**src/rtl/rec_sequencer_if.sv**
```systemverilog
`timescale 1ns/1ps
// Channel bus between the sequencer and the three recorders (bit0=A, bit1=B, bit2=CENTER).
interface rec_sequencer_if;
  logic [2:0] rec_full;
  logic [2:0] send_busy;
  logic [2:0] recording;
  logic [2:0] sending;
  logic [1:0] txd_sel;

  modport master (
    input  rec_full,
    input  send_busy,
    output recording,
    output sending,
    output txd_sel
  );

  modport slave (
    output rec_full,
    output send_busy,
    input  recording,
    input  sending,
    input  txd_sel
  );
endinterface

```
**src/rtl/rec_sequencer.sv**
```systemverilog
`timescale 1ns/1ps
// Record/send session sequencer: records all three channels until full, then ships
// them one at a time over a shared TXD line with a fixed idle gap between transfers.
module rec_sequencer #(
  parameter int GAP_CYCLES  = 50000,
  parameter int ACK_TIMEOUT = 1000
) (
  input  logic             CLK50MHZ,
  input  logic             RST,
  input  logic             start,
  rec_sequencer_if.master  bus,
  output logic [7:0]       led,
  output logic [2:0]       dbg_state
);

  localparam int MAX_CNT = (GAP_CYCLES > ACK_TIMEOUT) ? GAP_CYCLES : ACK_TIMEOUT;
  localparam int CNT_W   = $clog2(MAX_CNT + 1);
  localparam logic [CNT_W-1:0] CNT_ONE  = CNT_W'(1);
  localparam logic [CNT_W-1:0] ACK_LAST = CNT_W'(ACK_TIMEOUT - 1);
  localparam logic [CNT_W-1:0] GAP_LAST = CNT_W'(GAP_CYCLES - 1);

  typedef enum logic [2:0] {
    S_IDLE, S_REC, S_SEND, S_WAIT_HI, S_WAIT_LO, S_GAP, S_DONE, S_ERR
  } state_t;

  state_t           state_q, state_d;
  logic [1:0]       ch_q, ch_d;
  logic [2:0]       full_q, full_d;
  logic [CNT_W-1:0] cnt_q, cnt_d;

  logic [1:0] sync_q;
  logic [1:0] vld_q;
  logic       prev_q;
  logic       start_edge;
  logic [2:0] ch_oh;
  logic       busy_ch;
  logic       active;
  logic [2:0] rec_v;

  // prev_q is held at 1 until the synchronizer has filled, so a button held
  // through reset must be released and pressed again to count as an edge.
  always_ff @(posedge CLK50MHZ or posedge RST) begin
    if (RST) begin
      sync_q <= 2'b00;
      vld_q  <= 2'b00;
      prev_q <= 1'b1;
    end else begin
      sync_q <= {sync_q[0], start};
      vld_q  <= {vld_q[0], 1'b1};
      prev_q <= vld_q[1] ? sync_q[1] : 1'b1;
    end
  end

  assign start_edge = vld_q[1] & sync_q[1] & ~prev_q;

  always_ff @(posedge CLK50MHZ or posedge RST) begin
    if (RST) begin
      state_q <= S_IDLE;
      ch_q    <= 2'd0;
      full_q  <= 3'b000;
      cnt_q   <= '0;
    end else begin
      state_q <= state_d;
      ch_q    <= ch_d;
      full_q  <= full_d;
      cnt_q   <= cnt_d;
    end
  end

  // Handshake: sending[ch] is a one-cycle request; the recorder acknowledges by
  // raising send_busy[ch] for the whole transfer and dropping it when finished.
  always_comb begin
    state_d = state_q;
    ch_d    = ch_q;
    full_d  = full_q;
    cnt_d   = cnt_q;
    ch_oh   = 3'b000;
    case (ch_q)
      2'd0:    ch_oh = 3'b001;
      2'd1:    ch_oh = 3'b010;
      2'd2:    ch_oh = 3'b100;
      default: ch_oh = 3'b000;
    endcase
    busy_ch = |(bus.send_busy & ch_oh);

    case (state_q)
      S_IDLE, S_DONE, S_ERR: begin
        if (start_edge) begin
          state_d = S_REC;
          ch_d    = 2'd0;
          full_d  = 3'b000;
          cnt_d   = '0;
        end
      end
      S_REC: begin
        full_d = full_q | bus.rec_full;
        if (&full_q) state_d = S_SEND;
      end
      S_SEND: begin
        state_d = S_WAIT_HI;
        cnt_d   = '0;
      end
      S_WAIT_HI: begin
        if (busy_ch)                state_d = S_WAIT_LO;
        else if (cnt_q == ACK_LAST) state_d = S_ERR;
        else                        cnt_d   = cnt_q + CNT_ONE;
      end
      S_WAIT_LO: begin
        if (!busy_ch) begin
          state_d = S_GAP;
          cnt_d   = '0;
        end
      end
      S_GAP: begin
        if (cnt_q == GAP_LAST) begin
          cnt_d = '0;
          if (ch_q == 2'd2) begin
            state_d = S_DONE;
          end else begin
            ch_d    = ch_q + 2'd1;
            state_d = S_SEND;
          end
        end else begin
          cnt_d = cnt_q + CNT_ONE;
        end
      end
      default: state_d = S_IDLE;
    endcase

    active = (state_q == S_SEND) || (state_q == S_WAIT_HI) ||
             (state_q == S_WAIT_LO) || (state_q == S_GAP);
    rec_v  = (state_q == S_REC) ? ~full_q : 3'b000;
  end

  assign bus.recording = rec_v;
  assign bus.sending   = (state_q == S_SEND) ? ch_oh : 3'b000;
  assign bus.txd_sel   = active ? ch_q : 2'd3;
  assign led           = {state_q == S_ERR, state_q == S_DONE,
                          active ? ch_oh : 3'b000, rec_v};
  assign dbg_state     = state_q;

endmodule

```
**src/flat_wrapper.sv**
```systemverilog
// flat-port wrapper written by rule: the top's interface ports become plain ports
module rec_sequencer_flat 
#(
  parameter int GAP_CYCLES  = 50000,
  parameter int ACK_TIMEOUT = 1000
)
  (CLK50MHZ, RST, start, led, dbg_state, bus_rec_full, bus_send_busy, bus_recording, bus_sending, bus_txd_sel);
  rec_sequencer_if bus_i ();
  input  logic CLK50MHZ;
  input  logic RST;
  input  logic start;
  output logic [7:0] led;
  output logic [2:0] dbg_state;
  input wire logic [$bits(bus_i.rec_full)-1:0] bus_rec_full;
  input wire logic [$bits(bus_i.send_busy)-1:0] bus_send_busy;
  output wire logic [$bits(bus_i.recording)-1:0] bus_recording;
  output wire logic [$bits(bus_i.sending)-1:0] bus_sending;
  output wire logic [$bits(bus_i.txd_sel)-1:0] bus_txd_sel;
  assign bus_i.rec_full = bus_rec_full;
  assign bus_i.send_busy = bus_send_busy;
  assign bus_recording = bus_i.recording;
  assign bus_sending = bus_i.sending;
  assign bus_txd_sel = bus_i.txd_sel;
  rec_sequencer #(.GAP_CYCLES(GAP_CYCLES), .ACK_TIMEOUT(ACK_TIMEOUT)) u_core (.CLK50MHZ(CLK50MHZ), .RST(RST), .start(start), .bus(bus_i), .led(led), .dbg_state(dbg_state));
endmodule
```
**config.mk**
```make
export PLATFORM = sky130hd
export DESIGN_NAME = rec_sequencer_flat
export DESIGN_NICKNAME = d
export VERILOG_FILES = /design/src/rtl/rec_sequencer_if.sv /design/src/rtl/rec_sequencer.sv /design/src/flat_wrapper.sv
export SDC_FILE = /design/constraint.sdc
export NUM_CORES = 1
export LEC_CHECK = 0
export BUFFER_PORTS_ARGS = -buffer_cell sky130_fd_sc_hd__buf_2
export CAP_MARGIN = 20
export CORE_ASPECT_RATIO = 2
export CORE_MARGIN = 2
export CORE_UTILIZATION = 40
export DETAILED_ROUTE_END_ITERATION = 6
export PLACE_DENSITY = 0.74
export RECOVER_POWER = 100
export SETUP_SLACK_MARGIN = 0.3
export SYNTH_ARGS = -nofsm -noshare
export SYNTH_HDL_FRONTEND = slang
export SYNTH_SLANG_ARGS = --single-unit
```
**constraint.sdc**
```tcl
create_clock -name CLK50MHZ -period 2.37 [get_ports CLK50MHZ]
set_input_delay 0.3555 -clock CLK50MHZ [delete_from_list [all_inputs] [get_ports CLK50MHZ]]
set_output_delay 0.3555 -clock CLK50MHZ [all_outputs]
set_load 0.01 [all_outputs]
```
==> results.json, run 1 <==
{
  "fmax_mhz": 436,
  "first_pass_iters": 4,
  "cp.arrival_ps": 2500,
  "fp.dieH_um": 98.8,
  "fin_ws_ps": 75.8,
  "post-route-drc-count": 0,
  "postSynthRegisterBits": 29,
  "layout-drive-gt1-share": 0.498,
  "layout.cells.most_common": "buf_2",
  "dpl.cell_count": 278,
  "area_delta_synth_final_pct": 42.1,
  "peakVddDrop_uv": 763,
  "drv_cap": 1,
  "yosysSeqAreaShare": 0.404,
  "synth_area_um2": 1800,
  "worstMarginPinSlew_ps": 1570,
  "switching_share": 0.447,
  "dieArea_um2": 5080,
  "crit_path_end_kind": "register",
  "power_leakage_nw": 1.14,
  "routed_via_density": 5.95,
  "r2r-start": "u_core.ch_q[0]",
  "antenna_cells": 0,
  "hold_viol_final": 0,
  "cts_sinks": 29,
  "synth-edff-count": 0,
  "wl_mm": 5.16,
  "synthArstFlopShare": 1.00,
  "syn_area_per_cell_um2": 9.47,
  "drv_slew": 30,
  "grt_max_degree": 30,
  "fp-row-count": 34,
  "seqPwrFrac": 0.219,
  "ant_nets": 0,
  "endpoint": "u_core.cnt_q[9]",
  "pwr-share-clk": 0.136,
  "syn_nets": 204,
  "startpoint": "u_core.ch_q[0]",
  "crit_fanout": 5,
  "htreeDepth": 2,
  "dp_slack_ps": 27.6,
  "fin_crit_ps": 2290,
  "post_drt_wl_per_cell_um": 17.4,
  "rsz0062_at_grt": "yes",
  "timing.rr.end": "u_core.cnt_q[9]",
  "ff2ff_setup_slack_ps": 80,
  "cts_root_buf": "clkbuf_8",
  "vias": 1767,
  "die_w_um": 51.4,
  "setup_viol": 0,
  "final_cell_count_no_fill": 297,
  "place.detailed.hpwl_mm": 3.34,
  "drt_iter0_drc": 79,
  "relSlewSlack": -0.0453,
  "start_util": 0.415,
  "io_buffer_count": 27,
  "yosys_warnings": 0,
  "violations": "max-capacitance violations, max-slew violations",
  "clk_pin_slew_ps": 60,
  "required_ps": 2570,
  "antenna_found_initial": 0,
  "grt_overflow": 0,
  "grt_pass1_wl_mm": 7.78,
  "clock_path_buffers": 2,
  "cts_made_buffers": 5,
  "critPathLaunchType": "register",
  "grt_pass1_vias": 1717,
  "synthCells": 190,
  "ys.flop_type": "dfrtp_1",
  "ios": 28,
  "synth_cell_types": 51,
  "power.internal_w": 0.00185,
  "final_util": 0.589,
  "whs_ps": 174,
  "nNetsFinal": 256,
  "p_switching_w": 0.00149,
  "cts_tree": "yes",
  "gp_congestion": 0.821,
  "pwr-share-comb": 0.645,
  "grtUsageTotal": 0.202,
  "cts_hold_buf": 0,
  "clk_latency_ps": 290,
  "reg2reg_depth": 10,
  "final_cell_mix": "buf_2, dfrtp_1, o21ai_2, buf_4, nand2_1",
  "powerDensity_nw_per_um2": 1310,
  "critPathKind": "reg2reg",
  "hold_class": "in2reg",
  "status": "finished with violations",
  "period_share": 0.968,
  "core-area_um2": 4340,
  "skew_ps": 5.59
}
-- cell families (layout without fill, tap and decap cells) --
kind of cell	count (synthesis)	count (layout)	synth area share
AND/OR/NAND/NOR	77	78	0.237
AO/OA/AOI/OAI	64	64	0.261
flip-flops	29	29	0.404
buffers and inverters	13	65	0.0563
adder cells (fa/ha/maj)	5	5	0.0348
other	1	1	0.00208
XOR/XNOR	1	1	0.00487
-- stage by stage --
stage               setup TNS (ps)  cell area, um^2  total power (W)
CTS                              0             2250          0.00284
global placement                 0             2090          0.00222
finish                           0             2560          0.00334
detailed placement               0             2090          0.00225
floorplan                        0             1840          0.00176
global route                  -206             2560          0.00354
-- cells in the mapped netlist (2+ instances only) --
master	number	share of area
a22o_1	3	0.015
clkbuf_8	3	0.023
o31ai_4	2	0.024
o31ai_1	7	0.029
nor2b_1	2	0.0070
a21boi_0	4	0.017
buf_4	4	0.017
and2b_2	3	0.015
o21ai_0	14	0.039
nand2b_1	3	0.010
ha_1	5	0.035
inv_1	3	0.0063
a21oi_1	11	0.031
nand4_1	2	0.0070
dfrtp_1	28	0.39
nand3_1	14	0.039
a32o_1	2	0.011
and3_1	7	0.024
a32oi_1	2	0.0097
nand2_1	15	0.031
nor2_1	11	0.023
and2_1	6	0.021
clkbuf_1	2	0.0042
o21ai_1	10	0.028
-- final cells by class --
| class | count | area, um^2 |
|---|---|---|
| clock inverter | 1 | 5.00 |
| multi-input combinational | 149 | 1250 |
| clock buffer | 7 | 96.3 |
| timing repair buffer | 54 | 397 |
| sequential | 29 | 731 |
| fill | 376 | 1780 |
| tap | 54 | 67.6 |
| inverter | 3 | 11.3 |
-- worst min-delay path by stage --
stage / slack [ps] / end / depth (start not counted) / start
floorplan: 330 / u_core.sync_q[1] / 0 / u_core.sync_q[0]
global placement: 330 / u_core.vld_q[1] / 0 / u_core.vld_q[0]
detailed placement: 340 / u_core.vld_q[1] / 0 / u_core.vld_q[0]
CTS: 150 / u_core.sync_q[1] / 3 / RST
global route: 170 / u_core.sync_q[0] / 1 / start
finish: 170 / u_core.sync_q[0] / 1 / start
-- what timing repair did --
action,4_1_cts,5_1_grt
endpoints found under the hold margin,0,0
setup endpoints to repair,21,26
buffers inserted,3,7
gates resized for setup,13,59
cloned,0,1
pin swaps,5,16
-- sequential cells by signal (all words and copies together) (netlist names) --
| register | flops |
|---|---|
| u_core.prev_q | 1 |
| u_core.vld_q | 2 |
| u_core.dbg_state | 3 |
| u_core.ch_q | 2 |
| u_core.cnt_q | 16 |
| u_core.sync_q | 2 |
| u_core.full_q | 3 |
-- layer usage --
metal,vias to the layer above,part of all wire,global-route usage
met5,-,0,0
met1,858,0.32,0.189
met3,22,0.041,0.0273
li1,809,-,-
met2,78,0.59,0.391
met4,0,0.050,0.113
-- critical path, cell delays in order (launching register included) --
cell and delay (ps):
dfrtp_1 400, inv_2 90, ha_4 170, a222oi_1 300, buf_4 200, o31ai_2 80
buf_4 160, a221oi_4 330, buf_6 180, nand2_8 80, o31ai_2 220
-- power groups by stage --
stage,combinational (W),sequential (W),clock (W)
floorplan,0.00107,0.000694,0
detailed placement,0.00152,0.000728,0
global route,0.00231,0.000749,0.000485
CTS,0.00165,0.000723,0.000462
global placement,0.00149,0.000723,0
finish,0.00215,0.000731,0.000454
Note: power is estimated with default switching activity, not from simulation.
==> inputs of run 2 (changes only) <==
CORE_UTILIZATION = 50   (was 40)
PLACE_DENSITY = 0.84   (was 0.74)
clock period = 2.2 ns   (was 2.37 ns; I/O delays follow)
==> run 2 against run 1 <==
Compared with the run above:
- the run ends with max-capacitance violations, max-slew violations, negative setup slack left
- clock skew decreased by 1.7 ps
- sequential power up 5.6%
- flip-flop and latch count did not move
- critical endpoint is now u_core.cnt_q[5]
==> results.json, run 2 (same netlist as run 1, synthesis figures left out) <==
{
  "place.detailed.hpwl_mm": 3.39,
  "routed_via_density": 5.89,
  "antenna_cells": 0,
  "fmax_mhz": 440,
  "status": "finished with violations",
  "reg2reg_depth": 7,
  "nFillCells": 248,
  "crit_fanout": 13,
  "power_leakage_nw": 1.12,
  "switching_share": 0.419,
  "skew_ps": 3.86,
  "layout-drive-gt1-share": 0.438,
  "vias": 1760,
  "gp_congestion": 0.933,
  "critPathLaunchType": "register",
  "antenna_found_initial": 0,
  "cts_tree": "yes",
  "powerDensity_nw_per_um2": 1400,
  "grt_pass1_wl_mm": 7.87,
  "required_ps": 2370,
  "core-area_um2": 3420,
  "cts_root_buf": "clkbuf_8",
  "clk_latency_ps": 280,
  "seqPwrFrac": 0.225,
  "die_w_um": 46.4,
  "clock_path_buffers": 2,
  "crit_path_end_kind": "register",
  "first_pass_iters": 4,
  "post-route-drc-count": 0,
  "fp.dieH_um": 88.8,
  "wl_mm": 4.95,
  "io_buffer_count": 27,
  "clk_pin_slew_ps": 60,
  "tns_ps": -483,
  "peakVddDrop_uv": 795,
  "post_drt_wl_per_cell_um": 16.5,
  "area_delta_synth_final_pct": 36.2,
  "fin_ws_ps": -71.8,
  "cp.arrival_ps": 2440,
  "grt_overflow": 0,
  "layout.cells.most_common": "buf_4",
  "grt_pass1_vias": 1828,
  "grt_max_degree": 30,
  "p_switching_w": 0.00144,
  "largest_register_ffs": 16,
  "fp-row-count": 30,
  "nNetsFinal": 264,
  "pwr-share-comb": 0.612,
  "setup_viol": 17,
  "grtUsageTotal": 0.267,
  "start_util": 0.527,
  "worstMarginPinSlew_ps": 1560,
  "cts_made_buffers": 5,
  "power.internal_w": 0.00199,
  "drv_slew": 30,
  "final_cell_count_no_fill": 299,
  "dieArea_um2": 4120,
  "ant_nets": 0,
  "htreeDepth": 2,
  "drv_cap": 1,
  "final_cell_mix": "buf_4, buf_2, dfrtp_1, o21ai_1, nand2_1",
  "ios": 28,
  "rsz0062_at_grt": "yes",
  "fin_crit_ps": 2270,
  "relSlewSlack": -0.0385,
  "cts_sinks": 29,
  "drt_iter0_drc": 69,
  "period_share": 1.03,
  "hold_viol_final": 0,
  "hold_class": "in2reg",
  "critPathKind": "reg2reg",
  "dpl.cell_count": 285,
  "largest-register": "u_core.cnt_q",
  "violations": "max-capacitance violations, max-slew violations, negative setup slack",
  "hold-path-cell-count": 1,
  "pwr-share-clk": 0.162
}
## run 2: critical path, stage by stage, from the launching register on
cell and delay, ps:
dfrtp_1 400, or4_4 510, or3_4 370, o31ai_4 280
buf_6 210, a21boi_0 130, o21ai_2 170, o31ai_1 80
## run 2: layout make-up
cell class / instances / area (um^2) / share of cell area
multi-input cells: 148 / 1110 / 0.452
flip-flops and latches: 29 / 729 / 0.298
repair buffers: 63 / 427 / 0.174
clock buffers: 7 / 86.3 / 0.0352
well taps: 48 / 60.1 / 0.0245
clock inverters: 1 / 30.0 / 0.0123
inverters: 3 / 11.3 / 0.00459
## run 2: power by group through the flow
stage	Clock [W]	Combinational [W]	Sequential, W
floorplan	0	0.00115	0.000748
global placement	0	0.00171	0.000758
detailed placement	0	0.00175	0.000764
CTS	0.000567	0.00194	0.000765
global route	0.000591	0.00227	0.000782
finish	0.000557	0.00210	0.000772
## run 2: metal layers
metal  track usage  routed length, um  part of all wire  up-vias
met2         0.486               2830              0.57       68
met3        0.0429                173             0.035       28
met4         0.205                312             0.063        0
li1              -                  -                 -      821
met5             0                  0                 0        -
met1         0.241               1620              0.33      843
## run 2: stage by stage
stage	worst slack [ps]	hold WS [ps]	power, W	area, um^2	util
after CTS	-43.8	119	0.00327	2390	0.701
after detailed placement	-65.6	341	0.00251	2170	0.634
after floorplan	-146	331	0.00190	1840	-
after global routing	-149	156	0.00364	2450	0.718
final	-71.8	159	0.00343	2450	0.718
after global placement	-3.29	333	0.00246	2170	0.634
## run 2: timing repair
item                                    in CTS  in global routing
buffers inserted                             5                  1
gates resized for setup                     25                 18
endpoints found under the setup margin      24                 34
hold buffers                                 0                  0
pin swaps                                    5                 11
endpoints found under the hold margin        0                  0
## run 2: worst paths after layout
path,end,startpoint,slack (ps)
setup / recovery,u_core.cnt_q[5],u_core.cnt_q[11],-70
hold / removal,u_core.sync_q[0],start,160
setup reg to reg,u_core.cnt_q[5],u_core.cnt_q[11],-70
hold reg to reg,u_core.vld_q[1],u_core.vld_q[0],350
max in group asynchronous,u_core.dbg_state[1],RST,600
min in group asynchronous,u_core.vld_q[1],RST,580
==> inputs of run 3 (changes only) <==
PLACE_DENSITY = 0.72   (was 0.84)
==> run 3 against run 2 <==
Compared with the run above:
- the flow still finishes with violations (max-capacitance violations, max-slew violations, negative setup slack)
- combinational power rose by 16%
- sequential power is 0.9% higher
- wire length up 10%
- register-to-register slack worse by 90 ps
- power rose by 6.1%
- core utilization increased by 5.0 points
- setup slack worse by 90 ps
- clock skew up 2.9 ps
- via count grew 4.8%
- sequential share of layout area fell by 2.0 points
- largest cell class unchanged
- largest power group unchanged
==> results.json, run 3 (same netlist as run 1, synthesis figures left out) <==
{
  "peakVddDrop_uv": 807,
  "multi_input_area_um2": 1220,
  "largest_register_ffs": 16,
  "area_delta_synth_final_pct": 45.8,
  "post_drt_wl_per_cell_um": 17.8,
  "fp-row-count": 30,
  "io_buffer_count": 27,
  "ios": 28,
  "total_power_w": 0.00364,
  "drv_cap": 1,
  "routed_via_density": 6.05,
  "rsz0062_at_grt": "yes",
  "skew_ps": 6.78,
  "hold_class": "in2reg",
  "ant_nets": 0,
  "grt_pass1_wl_mm": 7.47,
  "die_w_um": 46.4,
  "place.detailed.hpwl_mm": 3.49,
  "crit_fanout": 4,
  "grtUsageTotal": 0.253,
  "antenna_found_initial": 0,
  "layout.cells.most_common": "buf_4",
  "power_leakage_nw": 1.17,
  "status": "finished with violations",
  "gp_congestion": 0.919,
  "dieArea_um2": 4120,
  "cp.arrival_ps": 2550,
  "grt_overflow": 0,
  "clk_pin_slew_ps": 70,
  "cpPeakStageDelay_ps": 440,
  "core-area_um2": 3420,
  "final_cell_mix": "buf_4, dfrtp_1, buf_2, nand2_1, o21ai_2",
  "clk_latency_ps": 290,
  "violations": "max-capacitance violations, max-slew violations, negative setup slack",
  "htreeDepth": 2,
  "path_cells": "inv_2 > ha_4 > a222oi_1 > buf_4 > o31ai_4 > buf_4 > a221oi_4 > nand2_4 > buf_6 > o41ai_2",
  "regArea_um2": 728,
  "relSlewSlack": -0.0349,
  "fin_ws_ps": -162,
  "start_util": 0.527,
  "required_ps": 2390,
  "final_util": 0.768,
  "critPathKind": "reg2reg",
  "cts_tree": "yes",
  "critical-path-slowest-cell": "dfrtp_1",
  "antenna_cells": 0,
  "fp.dieH_um": 88.8,
  "drt_iter0_drc": 74,
  "fin_crit_ps": 2360,
  "crit_top_cell": "buf_4",
  "cts_made_buffers": 5,
  "nNetsFinal": 270,
  "nFillCells": 230,
  "hold_viol_final": 0,
  "layout-drive-gt1-share": 0.482,
  "clock_path_buffers": 2,
  "period_share": 1.07,
  "dpl.cell_count": 286,
  "vias": 1844,
  "cts_sinks": 29,
  "fmax_mhz": 423,
  "critPathLaunchType": "register",
  "cts_root_buf": "clkbuf_8",
  "post-route-drc-count": 0,
  "setup_viol": 18,
  "powerDensity_nw_per_um2": 1390,
  "worstMarginPinSlew_ps": 1550,
  "crit_path_end_kind": "register",
  "wl_mm": 5.44,
  "tns_ps": -1680,
  "largest-register": "u_core.cnt_q",
  "first_pass_iters": 4,
  "drv_slew": 30,
  "grt_max_degree": 30,
  "grt_pass1_vias": 1695,
  "final_cell_count_no_fill": 305
}
==> run 3: cell count changes in the layout (fill, tap and decap cells not counted), sizes merged <==
cell	previous run	this run
bufinv	1	0
buf	61	67
clkinvlp	0	1
clkbuf	9	7
clkinv	0	2
==> run 3: per-stage QoR <==
step / hold slack [ps] / cell area [um^2] / worst slack, ps
4_1_cts: 116 / 2290 / -58.7
6_report: 142 / 2620 / -162
2_1_floorplan: 331 / 1840 / -146
5_1_grt: 145 / 2620 / -265
3_5_place_dp: 346 / 2170 / -135
3_3_place_gp: 334 / 2170 / 5.24
==> run 3: cell type report <==
cell class | count | share of cell area
Inverter | 3 | 0.00429
Sequential cell | 29 | 0.278
Clock buffer | 5 | 0.0262
Timing Repair Buffer | 69 | 0.197
Tap cell | 48 | 0.0229
Clock inverter | 3 | 0.00668
Multi-Input combinational cell | 148 | 0.466
==> run 3: report_power, final <==
group | total, W | leakage [nW] | switching (W) | internal [W]
Combinational | 0.00243 | 0.762 | 0.00127 | 0.00115
Sequential | 0.000779 | 0.368 | 0.000147 | 0.000632
Clock | 0.000431 | 0.0439 | 0.000214 | 0.000218
Total | 0.00364 | 1.17 | 0.00163 | 0.00201
==> run 3: path summary, 6_finish.rpt <==
kind	start	endpoint	slack, ps	depth (start not counted)
worst min-delay path	start	u_core.sync_q[0]	140	1
worst max-delay path	u_core.ch_q[1]	u_core.cnt_q[10]	-160	10
worst max register to register	u_core.ch_q[1]	u_core.cnt_q[10]	-160	10
min in group asynchronous	RST	u_core.cnt_q[7]	560	3
max in group asynchronous	RST	u_core.dbg_state[1]	620	3
worst min register to register	u_core.sync_q[0]	u_core.sync_q[1]	360	0
==> run 3: critical path, delay by kind of cell, from the launching register on <==
kind / cells / cell delay (ps)
adders and majority gates: 1 / 170
and+or+nand+nor: 1 / 110
DFF: 1 / 440
AOI/OAI and AO/OA: 4 / 940
buffers and inverters: 4 / 600
==> run 3: per-layer routing <==
| metal | vias up | track usage | wire [um] |
|---|---|---|---|
| met5 | - | 0 | 0 |
| met4 | 0 | 0.148 | 274 |
| met1 | 908 | 0.227 | 1860 |
| met3 | 21 | 0.0429 | 240 |
| met2 | 80 | 0.481 | 3070 |
| li1 | 835 | - | - |
==> run 3: timing repair <==
item,CTS,global route
resized for setup,8,60
hold buffers,0,0
setup buffers,1,9
gates cloned,0,1
endpoints found under the setup margin,21,31
pin swaps,6,23
hold endpoints to repair,0,0
